File: config.mk
export PLATFORM = sky130hd
export DESIGN_NAME = fft_stage_sched
export DESIGN_NICKNAME = d
export VERILOG_FILES = /design/src/rtl/fft_ctrl_pkg.sv /design/src/rtl/fft_out_tagger.sv /design/src/rtl/fft_stage_sched.sv
export SDC_FILE = /design/constraint.sdc
export NUM_CORES = 1
export LEC_CHECK = 0
export CAP_MARGIN = 25
export CORE_ASPECT_RATIO = 1.1
export CORE_MARGIN = 2
export CORE_UTILIZATION = 45
export DETAILED_ROUTE_END_ITERATION = 8
export GPL_TIMING_DRIVEN = 0
export PLACE_DENSITY = 0.77
export SYNTH_ARGS = -nofsm -noshare
export SYNTH_HDL_FRONTEND = slang
export SYNTH_SLANG_ARGS = --single-unit
File: constraint.sdc
create_clock -name clk -period 2.7 [get_ports clk]
set_input_delay 0.54 -clock clk [delete_from_list [all_inputs] [get_ports clk]]
set_output_delay 0.54 -clock clk [all_outputs]
set_load 0.05 [all_outputs]
File: src/rtl/fft_ctrl_pkg.sv
// rtl/fft_ctrl_pkg.sv - shared types, constants and helpers for the FFT stage control blocks
package fft_ctrl_pkg;

    typedef enum logic [1:0] {
        IDLE  = 2'd0,
        RUN   = 2'd1,
        GAP   = 2'd2,
        FLUSH = 2'd3
    } sched_state_t;

    localparam int FFT_LANES = 16;
    localparam int FFT_BEATS = 32;

    // Width of a beat index within a frame; never narrower than one bit.
    function automatic int beat_w(input int beats);
        return (beats > 1) ? $clog2(beats) : 1;
    endfunction

endpackage

File: src/rtl/fft_out_tagger.sv
// rtl/fft_out_tagger.sv - sof/eof/frame-id tagging of a stage's output beat stream
module fft_out_tagger
    import fft_ctrl_pkg::*;
#(
    parameter int BEATS = FFT_BEATS,
    parameter int ID_W  = 4
) (
    input  logic            clk,
    input  logic            rstn,
    input  logic            clr,
    input  logic            valid,
    output logic            sof,
    output logic            eof,
    output logic [ID_W-1:0] id
);

    localparam int            BW        = beat_w(BEATS);
    localparam logic [BW-1:0] LAST_BEAT = BW'(BEATS - 1);

    logic [BW-1:0] out_beat;

    assign sof = valid && (out_beat == '0);
    assign eof = valid && (out_beat == LAST_BEAT);

    // Output beat position and frame id; BEATS is a power of two so the beat count wraps by itself.
    always_ff @(posedge clk) begin
        if (rstn || clr) begin
            out_beat <= '0;
            id       <= '0;
        end else if (valid) begin
            out_beat <= out_beat + BW'(1);
            if (eof) begin
                id <= id + ID_W'(1);
            end
        end
    end

endmodule

File: src/rtl/fft_stage_sched.sv
// rtl/fft_stage_sched.sv - frame scheduler: input gating, credits, flush and output tagging for an FFT stage
module fft_stage_sched
    import fft_ctrl_pkg::*;
#(
    parameter int BEATS   = FFT_BEATS,
    parameter int CREDITS = 4,
    parameter int GAP_CYC = 0,
    parameter int ID_W    = 4
) (
    input  logic            clk,
    input  logic            rstn,
    input  logic            src_valid,
    input  logic            src_last,
    output logic            src_ready,
    output logic            stg_valid_in,
    input  logic            stg_valid_out,
    input  logic            credit_ret,
    input  logic            flush_req,
    output logic            flush_done,
    output logic            out_sof,
    output logic            out_eof,
    output logic [ID_W-1:0] out_id,
    output logic            err_len,
    output logic            err_cred,
    output logic            err_unf,
    output logic            busy
);

    localparam int            BW        = beat_w(BEATS);
    localparam int            CW        = $clog2(CREDITS + 1);
    localparam int            IW        = $clog2(BEATS * CREDITS + 1);
    localparam logic [BW-1:0] LAST_BEAT = BW'(BEATS - 1);
    localparam logic [CW-1:0] CRED_MAX  = CW'(CREDITS);
    localparam logic [3:0]    GAP_LOAD  = 4'(GAP_CYC - 1);

    sched_state_t  state;
    logic [BW-1:0] in_beat;
    logic [CW-1:0] credits;
    logic [IW-1:0] inflight;
    logic [3:0]    gap_cnt;
    logic          flush_pend;

    logic beat_last;
    logic frame_start;
    logic frame_end;
    logic flush_go;

    assign beat_last    = (in_beat == LAST_BEAT);
    assign stg_valid_in = src_valid && src_ready;
    assign frame_start  = stg_valid_in && (state == IDLE);
    assign frame_end    = stg_valid_in && (state == RUN) && beat_last;
    assign flush_go     = (state == FLUSH) && (inflight == '0);
    assign busy         = (state != IDLE) || (inflight != '0);

    // Input acceptance depends only on state, credits and flush intent; RUN never stalls a frame.
    always_comb begin
        src_ready = 1'b0;
        case (state)
            IDLE:    src_ready = (credits != '0) && !flush_pend && !flush_req;
            RUN:     src_ready = 1'b1;
            default: src_ready = 1'b0;
        endcase
    end

    // Frame FSM: beat counting, length check, gap timing and flush sequencing.
    always_ff @(posedge clk) begin
        if (rstn) begin
            state      <= IDLE;
            in_beat    <= '0;
            gap_cnt    <= '0;
            flush_pend <= 1'b0;
            flush_done <= 1'b0;
            err_len    <= 1'b0;
        end else begin
            flush_done <= 1'b0;
            if (stg_valid_in) begin
                in_beat <= beat_last ? '0 : in_beat + BW'(1);
                if (src_last != beat_last) begin
                    err_len <= 1'b1;
                end
            end
            case (state)
                IDLE: begin
                    if (flush_req) begin
                        state <= FLUSH;
                    end else if (frame_start) begin
                        state <= RUN;
                    end
                end
                RUN: begin
                    if (frame_end) begin
                        flush_pend <= 1'b0;
                        if (flush_pend || flush_req) begin
                            state <= FLUSH;
                        end else if (GAP_CYC > 0) begin
                            state   <= GAP;
                            gap_cnt <= GAP_LOAD;
                        end else begin
                            state <= IDLE;
                        end
                    end else if (flush_req) begin
                        flush_pend <= 1'b1;
                    end
                end
                GAP: begin
                    if (gap_cnt == '0) begin
                        flush_pend <= 1'b0;
                        state      <= (flush_pend || flush_req) ? FLUSH : IDLE;
                    end else begin
                        gap_cnt <= gap_cnt - 4'd1;
                        if (flush_req) begin
                            flush_pend <= 1'b1;
                        end
                    end
                end
                default: begin
                    if (flush_go) begin
                        flush_done <= 1'b1;
                        state      <= IDLE;
                    end
                end
            endcase
        end
    end

    // Beats inside the stage: up on entry, down on exit, floor at zero with an underflow flag.
    always_ff @(posedge clk) begin
        if (rstn) begin
            inflight <= '0;
            err_unf  <= 1'b0;
        end else begin
            case ({stg_valid_in, stg_valid_out})
                2'b10: inflight <= inflight + IW'(1);
                2'b01: begin
                    if (inflight == '0) begin
                        err_unf <= 1'b1;
                    end else begin
                        inflight <= inflight - IW'(1);
                    end
                end
                default: inflight <= inflight;
            endcase
        end
    end

    // Downstream frame credits: spent at frame start, returned by the buffer, saturating at the reset value.
    always_ff @(posedge clk) begin
        if (rstn) begin
            credits  <= CRED_MAX;
            err_cred <= 1'b0;
        end else if (frame_start && !credit_ret) begin
            credits <= credits - CW'(1);
        end else if (credit_ret && !frame_start) begin
            if (credits == CRED_MAX) begin
                err_cred <= 1'b1;
            end else begin
                credits <= credits + CW'(1);
            end
        end
    end

    fft_out_tagger #(
        .BEATS (BEATS),
        .ID_W  (ID_W)
    ) u_tagger (
        .clk   (clk),
        .rstn  (rstn),
        .clr   (flush_go),
        .valid (stg_valid_out),
        .sof   (out_sof),
        .eof   (out_eof),
        .id    (out_id)
    );

endmodule

==> results of run 1 <==
## state kept, by name (all words and copies together) (netlist names)
name,flops
credits,3
err_cred,1
err_len,1
err_unf,1
flush_done,1
flush_pend,1
gap_cnt,4
in_beat,5
inflight,8
state,2
u_tagger.id,4
u_tagger.out_beat,5
## logic make-up after synthesis
logic type | share of synthesized area [%]
AO/OA/AOI/OAI | 15.3
XOR/XNOR | 6.33
adder cells (fa/ha/maj) | 13.4
buffers and inverters | 5.00
flip-flops | 34.7
multiplexers | 4.94
AND/OR/NAND/NOR | 20.4
## report_power, final
group	internal (mW)	total (mW)	leakage (nW)	switching, mW
registers	0.628	0.751	0.295	0.123
clock network	0.208	0.386	0.0455	0.178
logic	0.642	1.37	0.728	0.729
## worst min-delay path, cell delays in order, from the launching register on
cell	delay, ps
dfxtp_1	320
nand2_1	50
a21oi_1	50
## per-layer routing
| metal | vias up | GRT usage (%) |
|---|---|---|
| li1 | 889 | - |
| met1 | 800 | 22.0 |
| met2 | 31 | 31.8 |
| met3 | 5 | 3.59 |
| met4 | 0 | 4.58 |
| met5 | - | 0 |
## final timing paths
| check | endpoint | slack [ps] | cells past startpoint |
|---|---|---|---|
| worst min-delay path | in_beat[4]$_SDFFE_PP0P_ | 470 | 2 |
| worst max-delay path | inflight[7]$_SDFFE_PP0P_ | -10 | 11 |
| worst max register to register | inflight[7]$_SDFFE_PP0P_ | -10 | 11 |
| worst min register to register | in_beat[4]$_SDFFE_PP0P_ | 470 | 2 |
## placed cells by master, fill, tap and decap left out, types with 4 or more instances in the layout
cell type | netlist | layout
xnor2_1 | 6 | 6
buf_4 | 0 | 8
clkdlybuf4s50_1 | 0 | 12
ha_4 | 0 | 4
xor2_1 | 9 | 9
inv_1 | 18 | 14
ha_1 | 19 | 15
nor2_1 | 38 | 38
nand2_1 | 14 | 13
clkbuf_8 | 0 | 6
dfxtp_2 | 0 | 4
mux2i_1 | 8 | 8
clkbuf_2 | 0 | 4
dfxtp_1 | 36 | 32
clkbuf_1 | 7 | 7
o21ai_0 | 7 | 5
a21oi_1 | 17 | 17
## layout make-up
| type | instances | area [um^2] |
|---|---|---|
| plain buffers | 8 | 40.0 |
| clock buffers | 8 | 90.1 |
| fillers | 371 | 1760 |
| inverters | 18 | 83.8 |
| multi-input cells | 175 | 1380 |
| flip-flops and latches | 36 | 726 |
| well taps | 54 | 67.6 |
| repair buffers | 26 | 226 |
## what timing repair did
| action | in CTS | in global routing |
|---|---|---|
| setup endpoints to repair | 11 | 8 |
| gates resized for setup | 19 | 17 |
| gates cloned | 0 | 0 |
| pin swaps | 9 | 5 |
| buffers inserted | 7 | 1 |
==> metrics.txt, run 1 <==
status finished with violations; failing checks setup timing; Hold Startpoint in_beat[4]$_SDFFE_PP0P_; area post-placement 0.00240 mm^2; crit path buf inv count 2; clk slew on worst S/H paths 70 ps; crit-path max FO 7; worst skew pair latency 280 ps; max cap viols 0; Post-Route WL 4230 um; Clock Tree Root clkbuf_8; top sig layer met4; share of the synthesized area in the top cell type 34.7%; Initial DRT Pass Iterations 4; M1 wire length 2050 um; mean post-synth cell area 8.73 um^2; Primary FF master, synth dfxtp_1; count leader, synth nor2_1; critical path's top delay family compound AO/OA/AOI/OAI gates; Iteration-0 DRC Markers 78; RSZ-0062 raised after global routing yes; Post-synth EDFFs 0; clock tree buffer depth 2; cell taking the most area after synthesis dfxtp_1; fin crit period 2710 ps; CP Class reg2reg; final hold violations 0; metal2 WL 2020 um; critical path startpoint category flip-flop; Fmax 369 MHz; WL met3 123 um; first-pass GRT wire length 7000 um; DP Worst Slack -827 ps; clock tree sinks 36; critical path cell sequence or3_4 > a32oi_4 > buf_6 > nand2_8 > clkinv_8 > ha_4 > a211oi_2 > o211ai_1 > o21ai_2 > mux2i_1 > mux2_2; type of the tightest min-delay check reg2reg; Final Instance Area 0.00262 mm^2; vias per cell 5.31; Detail Placement HPWL 2970 um; H-tree Lvls 2; GRT Util Overall 17.9%; worst slew pin tran 564 ps; crit end category flip-flop; period utilization 100%; number of global-route vias before repair 1623; Yosys reg bits 36; Post-Layout Cell Count 325; top cells by area, synth dfxtp_1, ha_1, nor2_1; nets@finish 298; IO Pins 20; Worst EP required 2870 ps; total core area 0.00438 mm^2; Port Buffer Count 18; Yosys warnings 0; placed insts 310; Area Growth Syn to Fin 25.9%; VDD IR-drop max 0.000435 V; Crit path arrival time 2880 ps; ratio of cells with drive above 1 in the final layout 18.8%; largest net degree at the start of global routing 11; initial antenna violation count 0; Overflow after GRT 0; Post-Syn Nets 266; # diodes 0; Hold Buf Count CTS 0; final setup margin -11.8 ps; DIE AREA 0.00518 mm^2; cell area after synthesis 0.00208 mm^2; Die X-Extent 68.8 um; row count 25; Initial Util 47.4%; Final TNS setup -11.8 ps; critical register-to-register path startpoint credits[1]$_SDFFE_PP0P_; Max-slew headroom 62.4%; post-layout util 59.7%; critical path's slowest cell or3_4; TritonCTS Buffers 5; Critical path origin credits[1]$_SDFFE_PP0P_; GP Congestion 0.758; CTS tree built; final setup fails 1; register area share after synthesis 34.7%; Post-route DRC 0; Max Slew Vio Count 0; Post-Synthesis Cells 238; total power 2.51 mW; WHS 470 ps; commonest cells in the netlist nor2_1, dfxtp_1, ha_1, inv_1, a21oi_1; WL per Instance 13.0 um; Die Span Y 75.3 um; Pwr Density 959 mW/mm^2; routed via count 1725; Routed Antenna Nets 0; asr flop ratio synth 0%; Yosys cell types 46; Worst path max stage delay 400 ps; Leakage 1.07 nW; clock skew 3.21 ps
No activity file was read; power rests on OpenSTA's default activity.
==> inputs of run 2 (changes only) <==
--- a/config.mk
+++ b/config.mk
@@ -9,6 +9,7 @@
 export CORE_ASPECT_RATIO = 1.1
 export CORE_MARGIN = 2
 export CORE_UTILIZATION = 45
+export CTS_CLUSTER_DIAMETER = 60
 export DETAILED_ROUTE_END_ITERATION = 8
 export GPL_TIMING_DRIVEN = 0
 export PLACE_DENSITY = 0.77
==> results of run 2 <==
No change in the layout: final DEF, timing and power equal those of run 1.
==> inputs of run 3 (changes only) <==
--- a/config.mk
+++ b/config.mk
@@ -16,3 +16,4 @@
 export SYNTH_ARGS = -nofsm -noshare
 export SYNTH_HDL_FRONTEND = slang
 export SYNTH_SLANG_ARGS = --single-unit
+export TNS_END_PERCENT = 30
==> metrics.txt, run 3 (same netlist as run 1, synthesis figures left out) <==
WL per Instance 13.7 um (+5.3%); most frequent cells in the layout nor2_1, dfxtp_1, a21oi_1; vias per cell 5.38 (+1.3%); CP dominant cell by count buf_6; Max Slew Vio Count 0 (unchanged); H-tree Lvls 2 (unchanged); largest net degree at the start of global routing 12 (+1); worst skew pair latency 290 ps (about the same); Die Span Y 75.3 um (unchanged); worst slew pin tran 534 ps (-31.0 ps); Leakage 1.12 nW (+5.3%); Iteration-0 DRC Markers 97 (+24%); final setup margin 12.1 ps (+23.9 ps); most common cell after layout, fill and taps aside nor2_1; nets@finish 305 (+2.3%); IO Pins 20 (unchanged); reg2reg end inflight[7]$_SDFFE_PP0P_; Clock Tree Root clkbuf_8; Port Buffer Count 18 (unchanged); fin crit period 2690 ps (-23.9 ps); VDD IR-drop max 0.000493 V (+13%); critical path startpoint category input port; crit end category flip-flop; Largest register FFs 8 (unchanged); total core area 0.00438 mm^2 (unchanged); placed insts 310 (unchanged); clock skew 4.44 ps (+1.23 ps); CP endpoint inflight[7]$_SDFFE_PP0P_; Critical path origin flush_req; RSZ-0062 raised after global routing yes; routed via count 1785 (+3.5%); Post-route DRC 0 (unchanged); first-pass GRT wire length 7890 um (+13%); Routed Antenna Nets 0 (unchanged); number of global-route vias before repair 1718 (+5.9%); critical path's slowest cell mux2_2; Detail Placement HPWL 2880 um (-3.1%); largest reg by FF count inflight; Post-Route WL 4540 um (+7.5%); Crit path arrival time 2870 ps (about the same); DIE AREA 0.00518 mm^2 (unchanged); status completed; GP Congestion 0.799 (+5.5%); cell depth of the worst setup path 13 (+2); Fmax 372 MHz (+0.89%); ratio of cells with drive above 1 in the final layout 21.6% (+2.8 points); clock tree buffer depth 2 (unchanged); Area Growth Syn to Fin 32.2%; Initial Util 47.4% (unchanged); clock tree sinks 36 (unchanged); Worst path max stage delay 350 ps (-50 ps); initial antenna violation count 0 (unchanged); row count 25 (unchanged); critical path's top delay family buffers and inverters; critical register-to-register path startpoint state[1]$_SDFFE_PP0P_; CTS tree built; final setup fails 0 (-1); type of the tightest min-delay check reg2reg; # diodes 0 (unchanged); Hold Buf Count CTS 0 (unchanged); critical path cell sequence clkdlybuf4s15_1 > and2b_2 > a32oi_4 > buf_6 > nand2_4 > inv_6 > buf_6 > ha_4 > nor2_2 > nor2b_1 > o21ai_1 > mux2i_1 > mux2_2; GRT Util Overall 20.8% (+2.9 points); Pwr Density 1000 mW/mm^2 (+4.5%); Overflow after GRT 0 (unchanged); final hold violations 0 (unchanged); Initial DRT Pass Iterations 4 (unchanged); crit path buf inv count 4 (+2); DP Worst Slack -1150 ps (-327 ps); clk slew on worst S/H paths 70 ps (about the same); Post-Layout Cell Count 332 (+2.2%); FF-to-FF path depth 14 (+3); max cap viols 0 (unchanged); CP Class in2reg; total power 2.75 mW (+9.7%); Max-slew headroom 64.4% (+2.1 points); registers with the most flip-flops inflight (8), in_beat (5), u_tagger.out_beat (5); TritonCTS Buffers 5 (unchanged); period utilization 99.6% (-0.88 points); crit-path max FO 4 (-3); reg-to-reg slack, setup 20 ps (+30 ps); Worst EP required 2880 ps (about the same); Die X-Extent 68.8 um (unchanged)
run 3: cell count changes in the layout (fill, tap and decap cells not counted), moves of 2 or more:
cell and delta:
ha_1 -3, buf_6 +2, buf_4 +4, ha_4 +3, clkbuf_2 -3
run 3: through the flow:
step / hold slack [ps] / utilization (%) / TNS [ps] / cell area (um^2)
after global routing: 501 / 62.7 / -148 / 2750
after detailed placement: 456 / 53.2 / -6990 / 2330
final: 472 / 62.7 / 0 / 2750
after CTS: 466 / 61.5 / 0 / 2700
after global placement: 449 / 53.2 / -6760 / 2330
after floorplan: 441 / - / -710 / 2080
run 3: final cells by class:
type	count	area, um^2
Inverter	18	72.6
Fill cell	352	1630
Timing Repair Buffer	32	290
Sequential cell	36	726
Buffer	9	42.5
Clock buffer	7	96.3
Clock inverter	1	30.0
Multi-Input combinational cell	175	1420
Tap cell	54	67.6
run 3: what timing repair did:
action                     in CTS  in global routing
setup endpoints to repair      13                  7
gates resized for setup        34                 16
pin swaps                       8                  9
setup buffers                  12                  2
run 3: report_power, final:
part           switching (mW)  leakage, nW  internal, mW  total (mW)
clock                   0.196       0.0645         0.326       0.522
sequential              0.128        0.295         0.628       0.756
combinational           0.752        0.765         0.721        1.47
run 3: how the worst min path moves through the flow:
stage,start,to,slack (ps),depth (start not counted)
3_5_place_dp,in_beat[4]$_SDFFE_PP0P_,in_beat[4]$_SDFFE_PP0P_,460,2
3_3_place_gp,in_beat[4]$_SDFFE_PP0P_,in_beat[4]$_SDFFE_PP0P_,450,2
4_1_cts,in_beat[4]$_SDFFE_PP0P_,in_beat[4]$_SDFFE_PP0P_,470,2
6_report,in_beat[4]$_SDFFE_PP0P_,in_beat[4]$_SDFFE_PP0P_,470,2
2_1_floorplan,in_beat[4]$_SDFFE_PP0P_,in_beat[4]$_SDFFE_PP0P_,440,2
5_1_grt,in_beat[4]$_SDFFE_PP0P_,in_beat[4]$_SDFFE_PP0P_,500,2
run 3: worst register-to-register path, delay by kind of cell (launching register included):
kind            cells  cell delay (ps)
buf+inv             4              420
flops               1              340
compound gates      2              430
simple gates        4              460
mux                 2              560
fa+ha+maj           2              350
run 3: layer usage:
| layer | routed length (um) | share of wire [%] | vias up | GRT usage [%] |
|---|---|---|---|---|
| li1 | - | - | 899 | - |
| met1 | 2060 | 45 | 841 | 25.2 |
| met2 | 2220 | 49 | 35 | 34.4 |
| met3 | 176 | 3.9 | 10 | 5.68 |
| met4 | 95 | 2.1 | 0 | 9.37 |
| met5 | 0 | 0 | - | 0 |
